## config.mk

```make
export PLATFORM = sky130hd
export DESIGN_NAME = pipe_stage_reg_flat
export DESIGN_NICKNAME = d
export VERILOG_FILES = /design/src/rtl/pipe_pkg.sv /design/src/rtl/pipe_stage_reg_if.sv /design/src/rtl/sat_counter.sv /design/src/rtl/pipe_stage_reg.sv /design/src/flat_wrapper.sv
export SDC_FILE = /design/constraint.sdc
export NUM_CORES = 1
export LEC_CHECK = 0
export ABC_AREA = 1
export CORE_MARGIN = 2
export CORE_UTILIZATION = 45
export CTS_CLUSTER_DIAMETER = 100
export DETAILED_ROUTE_END_ITERATION = 16
export GPL_TIMING_DRIVEN = 1
export PLACE_DENSITY = 0.8
export REMOVE_ABC_BUFFERS = 1
export SLEW_MARGIN = 20
export SYNTH_ARGS = -nofsm -noshare
export SYNTH_HDL_FRONTEND = slang
export SYNTH_HIERARCHICAL = 1
export SYNTH_SLANG_ARGS = --single-unit
```

## constraint.sdc

```tcl
create_clock -name clk -period 1.9 [get_ports clk]
set_input_delay 0.285 -clock clk [delete_from_list [all_inputs] [get_ports clk]]
set_output_delay 0.285 -clock clk [all_outputs]
set_load 0.01 [all_outputs]
```

## src/rtl/pipe_pkg.sv

```systemverilog
// rtl/pipe_pkg.sv - shared pipeline-stage types, default widths and payload field offsets
package pipe_pkg;

  typedef enum logic [1:0] {
    EMPTY = 2'd0,
    ONE   = 2'd1,
    TWO   = 2'd2,
    HALT  = 2'd3
  } pipe_state_t;

  // Payload layout, LSB first: result | target | control | destination
  localparam int PIPE_RES_LSB   = 0;
  localparam int PIPE_RES_W     = 16;
  localparam int PIPE_TGT_LSB   = PIPE_RES_LSB + PIPE_RES_W;
  localparam int PIPE_TGT_W     = 16;
  localparam int PIPE_CTRL_LSB  = PIPE_TGT_LSB + PIPE_TGT_W;
  localparam int PIPE_CTRL_W    = 8;
  localparam int PIPE_DEST_LSB  = PIPE_CTRL_LSB + PIPE_CTRL_W;
  localparam int PIPE_DEST_W    = 5;

  localparam int PIPE_PAYLOAD_W = PIPE_DEST_LSB + PIPE_DEST_W;
  localparam int PIPE_CNT_W     = 16;

  function automatic logic [PIPE_PAYLOAD_W-1:0] pack_payload(
    input logic [PIPE_DEST_W-1:0] dest,
    input logic [PIPE_CTRL_W-1:0] ctrl,
    input logic [PIPE_TGT_W-1:0]  target,
    input logic [PIPE_RES_W-1:0]  result
  );
    logic [PIPE_PAYLOAD_W-1:0] p;
    p = '0;
    p[PIPE_DEST_LSB +: PIPE_DEST_W] = dest;
    p[PIPE_CTRL_LSB +: PIPE_CTRL_W] = ctrl;
    p[PIPE_TGT_LSB  +: PIPE_TGT_W]  = target;
    p[PIPE_RES_LSB  +: PIPE_RES_W]  = result;
    return p;
  endfunction

endpackage

```

## src/rtl/pipe_stage_reg_if.sv

```systemverilog
// rtl/pipe_stage_reg_if.sv - valid/ready beat channel between pipeline stages
interface pipe_stage_reg_if
  import pipe_pkg::*;
#(
  parameter int PAYLOAD_W = PIPE_PAYLOAD_W
);

  logic                 valid;
  logic                 ready;
  logic                 halt;
  logic [PAYLOAD_W-1:0] data;

  modport master (output valid, output halt, output data, input ready);
  modport slave  (input valid, input halt, input data, output ready);

endinterface

```

## src/rtl/sat_counter.sv

```systemverilog
// rtl/sat_counter.sv - enable-driven up counter that sticks at all-ones
module sat_counter #(
  parameter int W = 16
) (
  input  logic         clk,
  input  logic         rst_n,
  input  logic         en,
  output logic [W-1:0] cnt
);

  always_ff @(posedge clk or negedge rst_n) begin
    if (!rst_n) begin
      cnt <= '0;
    end else if (en && (cnt != {W{1'b1}})) begin
      cnt <= cnt + W'(1);
    end
  end

endmodule

```

## src/rtl/pipe_stage_reg.sv

```systemverilog
// rtl/pipe_stage_reg.sv - generic pipeline stage register with flush, halt freeze and stall counter
// PIPE_STAGE_SKID_EN adds a second (skid) entry and makes in_ready independent of out_ready.
module pipe_stage_reg
  import pipe_pkg::*;
#(
  parameter int PAYLOAD_W = PIPE_PAYLOAD_W,
  parameter int CNT_W     = PIPE_CNT_W
) (
  input  logic             clk,
  input  logic             rst_n,
  input  logic             flush,
  input  logic             resume,
  pipe_stage_reg_if.slave  in_if,
  pipe_stage_reg_if.master out_if,
  output logic             halted,
  output logic [CNT_W-1:0] stall_cnt
);

  pipe_state_t          state_q;
  pipe_state_t          state_d;
  logic [PAYLOAD_W-1:0] out_data_q;

  logic in_ready_w;
  logic out_valid_w;
  logic in_xfer;
  logic out_xfer;
  logic ld_in_out;
  logic clr;

`ifdef PIPE_STAGE_SKID_EN
  logic [PAYLOAD_W-1:0] skid_data_q;
  logic                 skid_halt_q;
  logic                 skid_valid_q;
  logic                 ld_in_skid;
  logic                 ld_skid_out;
`endif

  assign out_valid_w = (state_q != EMPTY);
  assign halted      = (state_q == HALT);

`ifdef PIPE_STAGE_SKID_EN
  assign in_ready_w  = ((state_q == EMPTY) || (state_q == ONE)) && !halted;
`else
  assign in_ready_w  = !halted && (!out_valid_w || out_if.ready);
`endif

  assign in_xfer  = in_if.valid && in_ready_w;
  assign out_xfer = out_valid_w && out_if.ready && !halted;

  assign in_if.ready  = in_ready_w;
  assign out_if.valid = out_valid_w;
  assign out_if.halt  = halted;
  assign out_if.data  = out_data_q;

  always_ff @(posedge clk or negedge rst_n) begin
    if (!rst_n) begin
      state_q <= EMPTY;
    end else begin
      state_q <= state_d;
    end
  end

  // HALT outranks flush; a beat reaching the output register with halt set freezes the stage
  always_comb begin
    state_d   = state_q;
    ld_in_out = 1'b0;
    clr       = 1'b0;
`ifdef PIPE_STAGE_SKID_EN
    ld_in_skid  = 1'b0;
    ld_skid_out = 1'b0;
`endif
    unique case (state_q)
      EMPTY: begin
        if (flush) begin
          clr = 1'b1;
        end else if (in_xfer) begin
          ld_in_out = 1'b1;
          state_d   = in_if.halt ? HALT : ONE;
        end
      end
      ONE: begin
        if (flush) begin
          clr     = 1'b1;
          state_d = EMPTY;
        end else if (out_xfer && in_xfer) begin
          ld_in_out = 1'b1;
          state_d   = in_if.halt ? HALT : ONE;
        end else if (out_xfer) begin
          state_d = EMPTY;
        end
`ifdef PIPE_STAGE_SKID_EN
        else if (in_xfer) begin
          ld_in_skid = 1'b1;
          state_d    = TWO;
        end
`endif
      end
`ifdef PIPE_STAGE_SKID_EN
      TWO: begin
        if (flush) begin
          clr     = 1'b1;
          state_d = EMPTY;
        end else if (out_xfer) begin
          ld_skid_out = 1'b1;
          state_d     = skid_halt_q ? HALT : ONE;
        end
      end
`endif
      HALT: begin
        if (resume) begin
`ifdef PIPE_STAGE_SKID_EN
          if (skid_valid_q) begin
            ld_skid_out = 1'b1;
            state_d     = skid_halt_q ? HALT : ONE;
          end else
`endif
          state_d = EMPTY;
        end
      end
      default: state_d = EMPTY;
    endcase
  end

  always_ff @(posedge clk or negedge rst_n) begin
    if (!rst_n) begin
      out_data_q   <= '0;
`ifdef PIPE_STAGE_SKID_EN
      skid_data_q  <= '0;
      skid_halt_q  <= 1'b0;
      skid_valid_q <= 1'b0;
`endif
    end else if (clr) begin
      out_data_q   <= '0;
`ifdef PIPE_STAGE_SKID_EN
      skid_valid_q <= 1'b0;
`endif
    end else begin
      if (ld_in_out) begin
        out_data_q <= in_if.data;
      end
`ifdef PIPE_STAGE_SKID_EN
      if (ld_skid_out) begin
        out_data_q   <= skid_data_q;
        skid_valid_q <= 1'b0;
      end
      if (ld_in_skid) begin
        skid_data_q  <= in_if.data;
        skid_halt_q  <= in_if.halt;
        skid_valid_q <= 1'b1;
      end
`endif
    end
  end

  sat_counter #(
    .W(CNT_W)
  ) u_stall_cnt (
    .clk   (clk),
    .rst_n (rst_n),
    .en    (out_valid_w && !out_if.ready && !halted),
    .cnt   (stall_cnt)
  );

endmodule
```

## src/flat_wrapper.sv

```systemverilog
// flat-port wrapper written by rule: the top's interface ports become plain ports
module pipe_stage_reg_flat import pipe_pkg::*;
#(
  parameter int PAYLOAD_W = PIPE_PAYLOAD_W,
  parameter int CNT_W     = PIPE_CNT_W
)
  (clk, rst_n, flush, resume, halted, stall_cnt, in_if_valid, in_if_halt, in_if_data, in_if_ready, out_if_valid, out_if_halt, out_if_data, out_if_ready);
  pipe_stage_reg_if #(.PAYLOAD_W(PAYLOAD_W)) in_if_i ();
  pipe_stage_reg_if #(.PAYLOAD_W(PAYLOAD_W)) out_if_i ();
  input  logic clk;
  input  logic rst_n;
  input  logic flush;
  input  logic resume;
  output logic halted;
  output logic [CNT_W-1:0] stall_cnt;
  input wire logic [$bits(in_if_i.valid)-1:0] in_if_valid;
  input wire logic [$bits(in_if_i.halt)-1:0] in_if_halt;
  input wire logic [$bits(in_if_i.data)-1:0] in_if_data;
  output wire logic [$bits(in_if_i.ready)-1:0] in_if_ready;
  output wire logic [$bits(out_if_i.valid)-1:0] out_if_valid;
  output wire logic [$bits(out_if_i.halt)-1:0] out_if_halt;
  output wire logic [$bits(out_if_i.data)-1:0] out_if_data;
  input wire logic [$bits(out_if_i.ready)-1:0] out_if_ready;
  assign in_if_i.valid = in_if_valid;
  assign in_if_i.halt = in_if_halt;
  assign in_if_i.data = in_if_data;
  assign in_if_ready = in_if_i.ready;
  assign out_if_valid = out_if_i.valid;
  assign out_if_halt = out_if_i.halt;
  assign out_if_data = out_if_i.data;
  assign out_if_i.ready = out_if_ready;
  pipe_stage_reg #(.PAYLOAD_W(PAYLOAD_W), .CNT_W(CNT_W)) u_core (.clk(clk), .rst_n(rst_n), .flush(flush), .resume(resume), .in_if(in_if_i), .out_if(out_if_i), .halted(halted), .stall_cnt(stall_cnt));
endmodule
```

# Word level (Yosys, flattened, before mapping)
# Cells that the tools add are included.
[totals]
regBits = 63
in_bits = 52
out_inout_bits = 65
[classes]
add_sub_neg = 1
n_eq_ne = 7
n_mux = 17
n_reduce_logical = 17
[ops]
columns = ["cell", "count"]
rows = [
  ["$mux 45", 2],
  ["$add 16x1->16 const B", 1],
  ["$ne 16x16->1 const B", 1],
  ["$mux 2", 7],
  ["$logic_and 1x1->1", 8],
  ["$mux 1", 6],
  ["$pmux 2 s3", 1],
  ["$ne 2x2->1 const B", 2],
  ["$ne 4x2->1 const B", 1],
  ["$reduce_and 4->1", 1],
  ["$reduce_bool 2->1", 2],
  ["$logic_not 1->1", 3],
  ["$eq 2x1->1 const B", 1],
  ["$eq 2x2->1 const B", 1],
  ["$logic_not 2->1", 1],
  ["$ne 2x1->1 const B", 1],
  ["$pmux 1 s2", 1],
  ["$reduce_or 2->1", 1],
  ["$logic_or 1x1->1", 1],
]

# Longest topological paths before layout
# Gate-level depths: netlist (run 1).
[depth]
word_depth = 11
depth_mapped = 11

# By module
# The synthesis (run 1) kept the hierarchy.
[modules_own_cells]
columns = ["module", "instances", "cells_each", "area_each_um2", "seq_area_each_um2"]
rows = [
  ["pipe_stage_reg", 1, 311, 2334.7, 1176.1],
  ["sat_counter", 1, 149, 1058.5, 400.4],
]

# Worst setup path after synthesis (run 1)
# No wires, ideal clock.
[synth_path]
kind = "register to register"
startpoint = "register u_core.state_q[1]"
endpoint = "register u_core.u_stall_cnt.cnt[15]"
t_arrival_ps = 1417
required_ps = 1787
setup_slack_ps = 370
path_stages_with_launch = 11
n_path_buf = 0
period_less_slack_ps = 1530
cell_sequence = "dfrtp_1 nand2_1 inv_1 nor3_1 inv_1 nor2_1 nand2_1 nor2_1 nand3_1 nand2_1 inv_1"
[synth_between]
elab_chain_len = 4
word_cells_on_any_way = 6
cone_classes = "eq/ne: 1; reduce/logical: 5"
[synth_lines]
columns = ["item", "line", "text"]
rows = [
  ["from (decl)", "pipe_stage_reg.sv:19", "pipe_state_t state_q;"],
  ["from (signal assigned)", "pipe_stage_reg.sv:59", "state_q <= state_d;"],
  ["$eq 2x2->1", "pipe_stage_reg.sv:39", "assign halted = (state_q == HALT);"],
  ["named net halted", "flat_wrapper.sv:14", "output logic halted;"],
  ["$logic_not 1->1", "pipe_stage_reg.sv:160", ".en (out_valid_w && !out_if.ready && !halted),"],
  ["$logic_and 1x1->1", "pipe_stage_reg.sv:160", ""],
  ["$logic_and 1x1->1", "sat_counter.sv:14", "end else if (en && (cnt != {W{1'b1}})) begin"],
  ["to (signal assigned)", "sat_counter.sv:15", "cnt <= cnt + W'(1);"],
  ["to (decl)", "sat_counter.sv:8", "output logic [W-1:0] cnt"],
]
# The timed path passes the listed nets, and every way through them passes these cells.
# A chain may end at the register's enable or synchronous reset.

# Final worst setup path (run 1)
[layout_path]
startpoint = "register u_core.state_q[1]"
endpoint = "output out_if_halt"
[layout_between]
elab_chain_len = 1
[layout_lines]
columns = ["item", "line", "text"]
rows = [
  ["$eq 2x2->1", "pipe_stage_reg.sv:39", ""],
  ["to (decl)", "flat_wrapper.sv:21", "output wire logic [$bits(out_if_i.halt)-1:0] out_if_halt;"],
]
# Every way passes these cells.

==> impl_results.md, run 1 <==
* Min Tclk post-route at 1800 ps
* Worst-path fanout max at 5
* Slew Viols, Final at 0
* GRT overflow at 0
* Count of final setup violators at 0
* WL per Instance at between 10 and 15 um
* Die width at about 91 um
* Final antenna-violating net count at 0
* Power per cell area at between 800 and 900 nW/um2
* Die area at 8250 um2
* Final Hold Fails at 0
* Mapped cell area at roughly 3400 um2
* 1st-pass router iterations at 4
* Filler-free cell count of the finished design at approximately 700
* Share of layout cells above drive strength 1 at 8.23%
* Critical Path Sink Type: primary output
* Slew @ Worst Pin at between 400 and 500 ps
* GRT Util Overall at approximately 22%
* Post-layout util at between 60% and 70%
* First-pass GRT wire length at about 15000 um
* Vias at 3331
* Worst setup margin at ~100 ps
* CTS Sinks at 63
* H-tree depth at 3
* Final Wtd Congestion at ~0.91
* Aggregate negative setup slack at 0 ps
* Worst clock skew at between 6 and 7 ps
* Pin count of the biggest net entering global routing at 46
* Fin nets at approximately 630
* Critical Path Start Type: register
* Period utilization at a little over nine tenths
* Layout area overhead at 44.4%
* Die H at 90.8 um
* Ant. Diodes at 0
* Synth warn at 6
* Syn avg cell area at 7.38 um2
* Antenna violations before repair at 0
* Clock root cell: clkbuf_8
* Placed cell count at about 670
* Remaining DRCs at 0
* Peak supply drop at around 0.00055 V
* FF+latch count, synth at 63
* Status: completed
* Iter 0 DRT Violations at about 160
* Slowest cell on crit path: clkdlybuf4s50_1
* Site Rows at 31
* Critical Path RT at about 1600 ps
* Synth unique cells at 24
* Critical Path Max Stage Delay at between 500 and 600 ps
* Sequential area share after synthesis at about 46%
* I/O Buffers at approximately 120
* Vias in the first global route at approximately 3.2k
* Clock Pin Slew Worst Setup and Hold Paths at 70 ps
* Hold WS at between 400 and 500 ps
* Commonest non-fill, non-tap cell in the layout: nand2_1
* IO Pins at 117
* Num CTS Buffers at 9
* Commonest non-fill, non-tap cells in the layout: nand2_1 (158), clkdlybuf4s50_1 (114), dfrtp_1 (63)
* P_leak at 2.49 nW
* Synth Instances at 460
* Worst relative slew slack at between 60% and 70%
* Core ar. at 7290 um2
* RSZ-0062 raised after global routing: no
* HPWL after DPL at between 6000 and 7000 um
* Worst-Skew Late Latency at roughly 330 ps
* Min-delay worst type: input port to asynchronous set/reset pin
* Total Wirelength at 8980 um
* CP arrival at roughly 1500 ps
* WS Path Type: register to primary output
* Initial Util at 46.5%
* Max frequency at approximately 560 MHz
* Clock buffer depth at 2
* Max_cap viols at 0
* Drt via density at about 5
* CTS tree: built
* Pre-CTS WS at slightly above 80 ps
* Cells along the critical path: nand2_1 -> inv_1 -> clkdlybuf4s50_1
[path summary, 6_finish.rpt]
path                                         endpoint                   start  depth (start not counted)  slack (ps)
max                                       out_if_halt       u_core/state_q[1]                          3         100
min in group clk                    u_core/state_q[1]              in_if_halt                          3         510
max in group asynchronous      u_core/out_if.data[42]                   rst_n                          4         770
min reg2reg                    u_core/out_if.data[43]  u_core/out_if.data[43]                          2         510
min                        u_core/u_stall_cnt/cnt[13]                   rst_n                          2         440
max reg2reg                 u_core/u_stall_cnt/cnt[9]       u_core/state_q[1]                          6         250
[sequential cells by signal, summed over array words and instances (netlist names)]
signal,count
u_core/out_if.data,45
u_core/u_stall_cnt/cnt,16
u_core/state_q,2
[area by class of cell]
cell class	instances	area [um2]
clock buffer	11	151
clock inverter	5	104
fill	632	2390
inverter	64	240
multi-input combinational	312	1400
sequential	63	1580
tap	99	124
timing repair buffer	128	1310
[routing by layer]
| metal | track usage, % | routed length (um) | vias to the layer above |
|---|---|---|---|
| met2 | 36.3 | 4350 | 129 |
| li1 | - | - | 1632 |
| met5 | 0 | 0 | - |
| met3 | 8.26 | 867 | 15 |
| met1 | 27.3 | 3610 | 1555 |
| met4 | 9.34 | 150 | 0 |
[metrics by stage]
step / total power [W] / cell area, um2
3_3_place_gp: 0.00291 / 4640
2_1_floorplan: 0.00222 / 3210
4_1_cts: 0.00444 / 4900
5_1_grt: 0.00463 / 4900
6_report: 0.00440 / 4900
3_5_place_dp: 0.00295 / 4640
[repair_timing]
action | in CTS | in global routing
endpoints found under the setup margin | 1 | 0
setup buffers | 0 | 0
hold buffers | 1 | 0
resized for setup | 1 | 0
hold endpoints to repair | 18 | 0
[Yosys cell counts]
cell,instances,area (um2)
nand2_1,158,593
dfrtp_1,63,1580
inv_1,61,229
nor2_1,61,229
nand3_1,53,265
buf_6,11,124
o21ai_0,8,40.0
buf_2,7,35.0
nand2_2,5,31.3
nand4_1,5,31.3
xnor2_1,5,43.8
nor2_4,4,45.0
buf_4,3,22.5
inv_2,3,11.3
nor2_2,3,18.8
o21ai_2,2,17.5
a21oi_1,1,5.00
ha_1,1,12.5
nand2_4,1,11.3
nand3_2,1,10.0
nand4_4,1,21.3
nor3_1,1,5.00
o22ai_1,1,6.26
xor2_1,1,8.76
[power breakdown]
group | switching, W | internal (W) | leakage, nW
Clock | 0.000522 | 0.000943 | 0.130
Sequential | 0.000195 | 0.00153 | 0.812
Combinational | 0.000572 | 0.000632 | 1.55
Total | 0.00129 | 0.00311 | 2.49
[worst max-delay path: cells and delay by family, from the launching register on]
family,cells,cell delay [ps]
flip-flops,1,420
AND/OR/NAND/NOR,1,100
buffers and inverters,2,670
[cells by family (layout without fill, tap and decap cells)]
kind of cell / count (synthesis) / in the layout / synth area share [%]
adder cells (fa/ha/maj): 1 / 1 / 0.369
AND/OR/NAND/NOR: 293 / 293 / 37.2
buffers and inverters: 85 / 208 / 12.4
XOR/XNOR: 6 / 6 / 1.55
AO/OA/AOI/OAI: 12 / 12 / 2.03
flip-flops: 63 / 63 / 46.5
Power figures use the tool's default switching activity.
==> run 2, diff against run 1 <==
--- a/config.mk
+++ b/config.mk
@@ -7,11 +7,11 @@
 export LEC_CHECK = 0
 export ABC_AREA = 1
 export CORE_MARGIN = 2
-export CORE_UTILIZATION = 45
+export CORE_UTILIZATION = 46
 export CTS_CLUSTER_DIAMETER = 100
 export DETAILED_ROUTE_END_ITERATION = 16
 export GPL_TIMING_DRIVEN = 1
-export PLACE_DENSITY = 0.8
+export PLACE_DENSITY = 0.81
 export REMOVE_ABC_BUFFERS = 1
 export SLEW_MARGIN = 20
 export SYNTH_ARGS = -nofsm -noshare
==> constraint.sdc (replaced) <==
create_clock -name clk -period 1.9 [get_ports clk]
set_input_delay 0.285 -clock clk [delete_from_list [all_inputs] [get_ports clk]]
set_output_delay 0.285 -clock clk [all_outputs]
set_load 0.02 [all_outputs]
==> impl_results.md, run 2 (synthesized netlist as in run 1, its figures left out) <==
* Site Rows at 31 (unchanged)
* Clock buffer depth at 2 (unchanged)
* GRT Util Overall at 23.1% (+0.63 points)
* Ant. Diodes at 0 (unchanged)
* CTS Sinks at 63 (unchanged)
* Fin nets at 634 (+0.48%)
* Max reg flops at 45 (unchanged)
* WS Path Type: register to primary output
* CTS tree: built
* Worst-path fanout max at 5 (unchanged)
* Commonest non-fill, non-tap cell in the layout: nand2_1
* Min-delay worst type: input port to asynchronous set/reset pin
* Slew Viols, Final at 0 (unchanged)
* Clock Pin Slew Worst Setup and Hold Paths at 70 ps (about the same)
* Vias at 3336 (+0.15%)
* Cells along the critical path: nor2_1 -> inv_1 -> a21oi_1 -> dlygate4sd2_1
* R2R depth at 8 (+2)
* WL per Instance at 13.2 um (+0.15%)
* Max_cap viols at 0 (unchanged)
* Iter 0 DRT Violations at 134 (-14%)
* Total Wirelength at 9030 um (+0.59%)
* Power per cell area at 919 nW/um2 (+2.5%)
* Pin count of the biggest net entering global routing at 35 (-24%)
* Drt via density at 4.87 (-0.29%)
* Critical Path Start Type: register
* H-tree depth at 3 (unchanged)
* Final Hold Fails at 0 (unchanged)
* Reg power frac at 38.2% (-1.1 points)
* Count of final setup violators at 0 (unchanged)
* Critical Path Max Stage Delay at 430 ps (-120 ps)
* Status: completed
* Placed cell count at 668 (+0.45%)
* Worst clock skew at 5.13 ps (-1.61 ps)
* Switch share at 32.0% (+2.7 points)
* Clk pwr share at 31.4% (-1.9 points)
* P_leak at 2.53 nW (+1.6%)
* Die width at 89.9 um (-1.0%)
* Commonest non-fill, non-tap cells in the layout: nand2_1 (158), clkdlybuf4s50_1 (111), dfrtp_1 (63)
* CP arrival at 1470 ps (-40 ps)
* Slowest cell on crit path: dfrtp_1
* Antenna violations before repair at 0 (unchanged)
* Final antenna-violating net count at 0 (unchanged)
* Gate power share at 30.4% (+3.0 points)
* Initial Util at 47.0% (+0.50 points)
* Final Wtd Congestion at 0.870 (-4.3%)
* HPWL after DPL at 6490 um (+1.9%)
* Clock root cell: clkbuf_8
* First-pass GRT wire length at 15200 um (+2.5%)
* Vias in the first global route at 3288 (+2.1%)
* GRT overflow at 0 (unchanged)
* Aggregate negative setup slack at 0 ps (unchanged)
* I/O Buffers at 116 (unchanged)
* Worst-Skew Late Latency at 330 ps (about the same)
* Worst relative slew slack at 76.0% (+7.8 points)
* RSZ-0062 raised after global routing: no
* Critical Path RT at 1620 ps (about the same)
* IO Pins at 117 (unchanged)
* Die H at 89.9 um (-1.0%)
* Num CTS Buffers at 9 (unchanged)
* Internal Power at 0.00308 W (-1.0%)
* Core ar. at 7210 um2 (-1.1%)
* Max frequency at 568 MHz (+2.3%)
* Slew @ Worst Pin at 358 ps (-118 ps)
* 1st-pass router iterations at 4 (unchanged)
* Die area at 8080 um2 (-2.1%)
* Critical Path Sink Type: primary output
* Min Tclk post-route at 1760 ps (-39.8 ps)
* Remaining DRCs at 0 (unchanged)
* Layout area overhead at 44.9%
* Design Power at 0.00452 W (+2.9%)
* Post-CTS Setup Repair Bufs at 0 (unchanged)
* Filler-free cell count of the finished design at 685 (+0.44%)
* Share of layout cells above drive strength 1 at 8.70% (+0.47 points)
* # fillers at 600 (-5.1%)
* Period utilization at 92.6% (-2.1 points)
* Peak supply drop at 0.000482 V (-13%)
* Switching pwr at 0.00145 W (+12%)
[run 2: cell types whose count changed in the layout (fill, tap and decap cells not counted), sizes merged]
cell and change:
buf +3, clkdlybuf4s50 -3, dlygate4sd2 +1, clkinvlp +1
clkbuf -1, dlymetal6s2s +2
[run 2: stage by stage]
step	setup slack, ps	hold WS, ps	instance area [um2]	utilization [%]
6_report	140	389	4920	68.2
5_1_grt	32.1	412	4920	68.2
4_1_cts	6.82	383	4910	68.1
3_5_place_dp	60.3	206	4660	64.6
3_3_place_gp	58.6	202	4660	64.6
2_1_floorplan	131	-10.6	3210	-
[run 2: final timing paths]
path	from	endpoint	slack, ps
worst max-delay path	u_core/state_q[1]	in_if_ready	140
worst min-delay path	rst_n	u_core/u_stall_cnt/cnt[8]	390
worst max register to register	u_core/u_stall_cnt/cnt[0]	u_core/u_stall_cnt/cnt[7]	240
worst min register to register	u_core/out_if.data[21]	u_core/out_if.data[21]	510
max in group asynchronous	rst_n	u_core/out_if.data[42]	1020
min in group clk	in_if_halt	u_core/state_q[1]	510
[run 2: routing by layer]
layer / vias up / track usage [%] / routed length [um]
met5: - / 0 / 0
met4: 0 / 8.46 / 138
met3: 13 / 6.87 / 722
met2: 122 / 39.3 / 4390
met1: 1565 / 27.9 / 3780
li1: 1636 / - / -
[run 2: critical path, delay by kind of cell (launching register included)]
kind / cells / cell delay, ps
DFF: 1 / 430
buffers and inverters: 2 / 410
and+or+nand+nor: 1 / 180
AOI/OAI and AO/OA: 1 / 110
[run 2: cell type report]
class	count	area (um2)	share of cell area, %
multi-input combinational	312	1400	28.4
inverter	64	240	4.89
clock buffer	10	138	2.80
sequential	63	1580	32.1
tap	99	124	2.52
timing repair buffer	131	1340	27.2
clock inverter	6	108	2.19
[run 2: what timing repair did]
action,in CTS,in global routing
hold endpoints to repair,10,0
endpoints found under the setup margin,2,2
pin swaps,0,0
cloned,0,0
hold buffers,1,0
resized for setup,2,2
[run 2: power groups by stage]
| stage | registers [W] | clock network (W) | logic (W) |
|---|---|---|---|
| 3_3_place_gp | 0.00174 | 0 | 0.00133 |
| 3_5_place_dp | 0.00175 | 0 | 0.00137 |
| 4_1_cts | 0.00173 | 0.00145 | 0.00138 |
| 2_1_floorplan | 0.00194 | 0 | 0.000428 |
| 6_report | 0.00173 | 0.00142 | 0.00137 |
| 5_1_grt | 0.00176 | 0.00151 | 0.00148 |
